[src/rtl/riscv_pkg.sv]
// Shared constants for the RV32 instruction-fetch front end.
package riscv_pkg;

    localparam int          DEFAULT_XLEN     = 32;
    localparam logic [31:0] DEFAULT_RESET_PC = 32'h0000_0000;
    localparam logic [31:0] NOP_INSTR        = 32'h0000_0013;

    // Occupancy counters carry one extra bit so that DEPTH itself is representable.
    function automatic int cnt_width(input int depth);
        return $clog2(depth) + 1;
    endfunction

endpackage

[src/rtl/fetch_fifo.sv]
// Small power-of-two FIFO with synchronous flush, used for fetched words and for request PC tags.
module fetch_fifo
    import riscv_pkg::*;
#(
    parameter int WIDTH = 64,
    parameter int DEPTH = 2
) (
    input  logic                   clk,
    input  logic                   rst,
    input  logic                   i_push,
    input  logic [WIDTH-1:0]       i_data,
    input  logic                   i_pop,
    input  logic                   i_flush,
    output logic [WIDTH-1:0]       o_data,
    output logic [$clog2(DEPTH):0] o_count,
    output logic                   o_full,
    output logic                   o_empty
);

    localparam int AW = $clog2(DEPTH);
    localparam int CW = cnt_width(DEPTH);

    logic [WIDTH-1:0] r_mem [DEPTH];
    logic [AW-1:0]    r_wptr;
    logic [AW-1:0]    r_rptr;
    logic [CW-1:0]    r_count;
    logic             w_do_push;
    logic             w_do_pop;

    assign o_full  = (r_count == CW'(DEPTH));
    assign o_empty = (r_count == '0);
    assign o_count = r_count;
    assign o_data  = r_mem[r_rptr];

    // A push into a full FIFO is only taken when the head leaves in the same cycle.
    assign w_do_pop  = i_pop && !o_empty;
    assign w_do_push = i_push && (!o_full || w_do_pop);

    always_ff @(posedge clk or posedge rst) begin
        if (rst) begin
            r_wptr  <= '0;
            r_rptr  <= '0;
            r_count <= '0;
        end else if (i_flush) begin
            r_wptr  <= '0;
            r_rptr  <= '0;
            r_count <= '0;
        end else begin
            if (w_do_push) r_wptr <= r_wptr + 1'b1;
            if (w_do_pop)  r_rptr <= r_rptr + 1'b1;
            r_count <= r_count + CW'(w_do_push) - CW'(w_do_pop);
        end
    end

    always_ff @(posedge clk) begin
        if (w_do_push && !i_flush) r_mem[r_wptr] <= i_data;
    end

endmodule

[src/rtl/if_fetch_unit.sv]
// Instruction-fetch stage: issues credit-limited imem requests, buffers returned words
// with their PCs, and presents them in order to the IF/ID register.
module if_fetch_unit
    import riscv_pkg::*;
#(
    parameter int              XLEN     = DEFAULT_XLEN,
    parameter logic [XLEN-1:0] RESET_PC = XLEN'(DEFAULT_RESET_PC),
    parameter int              DEPTH    = 2
) (
    input  logic            clk,
    input  logic            rst,
    output logic            imem_req,
    output logic [XLEN-1:0] imem_addr,
    input  logic            imem_gnt,
    input  logic            imem_rvalid,
    input  logic [31:0]     imem_rdata,
    input  logic            stall,
    input  logic            redirect_valid,
    input  logic [XLEN-1:0] redirect_pc,
    output logic            valid_IF,
    output logic [XLEN-1:0] PC_IF,
    output logic [31:0]     instr_IF
);

    localparam int CW = cnt_width(DEPTH);
    localparam int SW = CW + 1;
    localparam int EW = XLEN + 32;

    logic            r_rst_q;
    logic [XLEN-1:0] r_pc;
    logic [CW-1:0]   r_outstanding;
    logic [CW-1:0]   r_drop;

    logic            w_accept;
    logic            w_resp;
    logic            w_keep;
    logic            w_pop;
    logic [CW-1:0]   w_outstanding_next;
    logic [SW-1:0]   w_credit_used;
    logic [CW-1:0]   w_fifo_count;
    logic [CW-1:0]   w_unused_tag_count;
    logic            w_fifo_full;
    logic            w_fifo_empty;
    logic            w_tag_full;
    logic            w_tag_empty;
    logic [EW-1:0]   w_head;
    logic [XLEN-1:0] w_tag_pc;

    assign w_credit_used = {1'b0, r_outstanding} + {1'b0, w_fifo_count};
    assign imem_req  = !r_rst_q && (w_credit_used < SW'(DEPTH)) && !w_fifo_full && !w_tag_full;
    assign imem_addr = r_pc;

    assign w_accept = imem_req && imem_gnt;
    assign w_resp   = imem_rvalid && (r_outstanding != '0);
    // Dropped responses belong to requests whose tags were flushed, so they leave the tag queue alone.
    assign w_keep   = w_resp && (r_drop == '0) && !w_tag_empty;
    assign w_pop    = valid_IF && !stall;
    assign w_outstanding_next = r_outstanding + CW'(w_accept) - CW'(w_resp);

    always_ff @(posedge clk or posedge rst) begin
        if (rst) begin
            r_rst_q       <= 1'b1;
            r_pc          <= RESET_PC;
            r_outstanding <= '0;
            r_drop        <= '0;
        end else begin
            r_rst_q       <= 1'b0;
            r_outstanding <= w_outstanding_next;
            if (redirect_valid) begin
                r_pc   <= redirect_pc & ~XLEN'(3);
                r_drop <= w_outstanding_next;
            end else begin
                if (w_accept) r_pc <= r_pc + XLEN'(4);
                if (w_resp && (r_drop != '0)) r_drop <= r_drop - 1'b1;
            end
        end
    end

    fetch_fifo #(
        .WIDTH (XLEN),
        .DEPTH (DEPTH)
    ) u_tag_queue (
        .clk     (clk),
        .rst     (rst),
        .i_push  (w_accept),
        .i_data  (r_pc),
        .i_pop   (w_keep),
        .i_flush (redirect_valid),
        .o_data  (w_tag_pc),
        .o_count (w_unused_tag_count),
        .o_full  (w_tag_full),
        .o_empty (w_tag_empty)
    );

    fetch_fifo #(
        .WIDTH (EW),
        .DEPTH (DEPTH)
    ) u_word_fifo (
        .clk     (clk),
        .rst     (rst),
        .i_push  (w_keep),
        .i_data  ({w_tag_pc, imem_rdata}),
        .i_pop   (w_pop),
        .i_flush (redirect_valid),
        .o_data  (w_head),
        .o_count (w_fifo_count),
        .o_full  (w_fifo_full),
        .o_empty (w_fifo_empty)
    );

    assign valid_IF = !w_fifo_empty;
    assign PC_IF    = valid_IF ? w_head[EW-1:32] : '0;
    assign instr_IF = valid_IF ? w_head[31:0] : NOP_INSTR;

endmodule

[config.mk]
export PLATFORM = sky130hd
export DESIGN_NAME = if_fetch_unit
export DESIGN_NICKNAME = d
export VERILOG_FILES = /design/src/rtl/riscv_pkg.sv /design/src/rtl/fetch_fifo.sv /design/src/rtl/if_fetch_unit.sv
export SDC_FILE = /design/constraint.sdc
export NUM_CORES = 1
export LEC_CHECK = 0
export CAP_MARGIN = 20
export CORE_ASPECT_RATIO = 0.7
export CORE_MARGIN = 3
export CORE_UTILIZATION = 45
export DETAILED_ROUTE_END_ITERATION = 12
export PLACE_DENSITY_LB_ADDON = 0.25
export SYNTH_ARGS = -nofsm -noshare
export SYNTH_HDL_FRONTEND = slang
export SYNTH_SLANG_ARGS = --single-unit
[constraint.sdc]
create_clock -name clk -period 8 [get_ports clk]
set_clock_uncertainty 0.1 [all_clocks]
set_input_delay 2 -clock clk [delete_from_list [all_inputs] [get_ports clk]]
set_output_delay 2 -clock clk [all_outputs]
set_load 0.005 [all_outputs]
==> out/metrics.csv <==
metric,value,unit
status,"finished, final reports clean",
WL/cell,18.2,µm
Final setup viols,0,
hold slack final,458,ps
Routed Antenna Nets,0,
Hold WC Path Type,register to register,
switching power,0.869,mW
I/O Buffers,161,
DRT iter0 DRCs,367,
fraction of layout cells with a size suffix above 1,0.106,
Cells after Synth,628,
Post-Synth Simple-Gate Area,0.0917,
CP Data Required Time,5900,ps
Synth cell types,38,
Adder-Cell Fraction of Synth Area,0.0130,
CTS sink cnt,227,
number of inserted diodes,0,
sequential area share after synthesis,0.714,
Sw Share,0.264,
Placement Rows,43,
initial antenna violation count,0,
leak pwr,4.08,nW
area of the multi-input gates,2490,µm²
critical path's slowest cell,clkdlybuf4s50_1,
Pint,2.42,mW
CP startpoint,u_word_fifo.o_count[0],
critical path capture point type,output port,
GR Util All Layers,0.176,
DP HPWL,12400,µm
Max Cap Viol,0,
Clock Path Buffers,3,
Mapped Avg Cell Area,14.7,µm²
Core ar.,20000,µm²
DRC viols,0,
Post-Route Utilization,0.597,
CTS Buf Count,23,
CP Cell Sequence,"and2_1, fa_1, nor3_1, and3_1, clkdlybuf4s50_1",
Die Wd,177,µm
setup TNS,0,ps
RSZ-0062 raised after global routing,no,
Final min period,4860,ps
Filler cells,1558,
Hold Fails Final Rpt,0,
post-CTS setup buffers,0,
Seq pwr share,0.445,
Peak VDD IR,0.147,mV
max_slew headroom,0.363,
worst slew pin tran,956,ps
chip height,126,µm
Final Max Tran Viols,0,
largest net degree at the start of global routing,64,
WL final,19700,µm
Crit path arrival time,2760,ps
period utilisation layout,0.607,
total power,3.29,mW
Register Area,6610,µm²
"flops & latches, synth",227,
Synth Cell Area,9250,µm²
post-synthesis xor/xnor area fraction,0.0322,
cts hold-fix bufs,0,
"CTS clk-pin slew, worst paths",60,ps
via/cell ratio,5.09,
die area,22300,µm²
Hold Path Origin,imem_addr[27],
routability congestion estimate,0.798,
Setup Crit Path Kind,register to output port,
Initial Util,0.462,
crit-path max FO,5,
Worst R2R Start,u_word_fifo.o_count[0],
combinational power share,0.239,
Clock power frac,0.316,
max frequency,206,MHz
DR pass1 iterations,4,
Startpoint Class,register,
Area Overhead vs Synth,29.3,%
# IOs,168,
CTS resizes,0,
Synth Warn #,0,
Clock Root Buffer,clkbuf_16,
grt total ovfl,0,
largest family of logic cells by synthesized area,multiplexers,
vias in the first global route,5849,
pwr dens,276,nW/µm²
nets@finish,877,
Max stage delay on crit path,510,ps
worst skew pair latency,490,ps
compound-gate portion of the synthesized area,0.0222,
Vias,5517,
first-pass GRT wire length,31200,µm
CTS tree,built,
mux cell area share after synthesis,0.106,
H-tree Lvls,1,
==> flip-flops by register name, indices dropped and copies added (netlist names) <==
signal / flops
imem_addr: 30
u_tag_queue.o_count: 2
u_tag_queue.r_mem: 60
r_drop: 2
u_word_fifo.r_wptr: 1
u_word_fifo.r_rptr: 1
u_word_fifo.o_count: 2
r_outstanding: 2
u_word_fifo.r_mem: 124
u_tag_queue.r_wptr: 1
u_tag_queue.r_rptr: 1
r_rst_q: 1
==> per-stage QoR <==
| stage | cells | worst slack, ps | cell area (µm²) |
|---|---|---|---|
| 3_5_place_dp | 1041 | 3450 | 11200 |
| 2_1_floorplan | 632 | 676 | 9260 |
| 6_report | 1084 | 3140 | 12000 |
| 4_1_cts | 1082 | 3150 | 11900 |
| 3_3_place_gp | 1041 | 3480 | 11200 |
| 5_1_grt | 1084 | 2960 | 12000 |
==> metal layers <==
layer  track usage  up-vias  part of all wire  wire, µm
met5             0        -                 0         0
met4        0.0415        0             0.023       456
met3        0.0325       32             0.066      1310
met2         0.290      176              0.48      9400
met1         0.245     2696              0.43      8560
li1              -     2613                 -         -
==> cell families after synthesis <==
family / after synthesis
AOI/OAI and AO/OA: 39
xor gates and xnor gates: 34
adders and majority gates: 9
buffers and inverters: 46
DFF: 227
muxes: 94
other: 1
and+or+nand+nor: 178
==> Yosys cell counts <==
master    instances  area share
a31oi_1           6      0.0041
and2_1            2      0.0014
and3_1            6      0.0041
and4_1            4      0.0038
buf_1             3      0.0012
buf_2             2      0.0011
buf_4             4      0.0032
clkbuf_1         20      0.0081
clkbuf_2          1     0.00054
conb_1            1     0.00041
dfrtp_1          42        0.11
dfstp_2           1      0.0028
edfxtp_1        184        0.60
fa_1              1      0.0022
ha_1              8       0.011
inv_1            15      0.0061
inv_2             1     0.00041
mux2_2           30       0.037
mux2i_1          64       0.069
nand2_1          39       0.016
nand2b_1          2      0.0014
nand3_1          11      0.0060
nand3_2           1      0.0011
nand4_1          10      0.0068
nand4_2           1      0.0014
nand4b_1          1     0.00095
nor2_1           80       0.032
nor2b_1           3      0.0020
nor3_1            6      0.0032
nor4_1            3      0.0020
nor4_4            2      0.0046
o21ai_0          32       0.017
o31ai_1           1     0.00081
or2_2             1     0.00068
or3_1             5      0.0034
or4_1             1     0.00081
xnor2_1          18       0.017
xor2_1           16       0.015
==> layout make-up <==
cell class              count  area share
repair buffers            171       0.143
inverters                  16     0.00502
well taps                 270      0.0283
clock buffers              37      0.0584
flip-flops and latches    227       0.553
multi-input cells         359       0.208
clock inverters             4     0.00387
==> final timing paths <==
path                                            end  slack (ps)  depth (start not counted)
max                                        imem_req        3140                          5
min                        u_tag_queue.r_mem[1][27]         460                          0
max reg2reg                u_tag_queue.r_mem[1][15]        4440                          7
min reg2reg                u_tag_queue.r_mem[1][27]         460                          0
max in group asynchronous                   r_rst_q        5600                          3
min in group asynchronous        u_word_fifo.r_wptr        1670                          2
==> cells in the final DEF (no fill, tap or decap), drive strengths merged <==
cell,synthesis,final
nand2b,2,2
conb,1,5
dfrtp,42,42
nand4,11,11
and3,6,6
clkbuf,21,37
nand4b,1,1
or4,1,1
edfxtp,184,184
a31oi,6,6
nor2b,3,3
fa,1,1
nor4,5,5
xnor2,18,18
nand3,12,12
clkinv,0,3
mux2,30,30
o31ai,1,1
or3,5,5
or2,1,1
xor2,16,16
inv,16,16
mux2i,64,64
nor3,6,6
nor2,80,80
nand2,39,39
ha,8,8
and4,4,4
bufinv,0,1
clkdlybuf4s50,0,160
o21ai,32,32
and2,2,2
dfstp,1,1
buf,9,11
==> power groups by stage <==
stage	clock, mW	sequential, mW	combinational [mW]
finish	1.04	1.46	0.788
global route	1.11	1.48	0.869
CTS	1.07	1.51	0.747
detailed placement	0	1.53	0.742
global placement	0	1.53	0.723
floorplan	0	1.44	0.443
==> worst max-delay path: cells and delay by family, from the launching register on <==
family        cells  cell delay [ps]
fa+ha+maj         1              440
flops             1              440
simple gates      3              890
buf+inv           1              510
No activity file was read; power rests on OpenSTA's default activity.
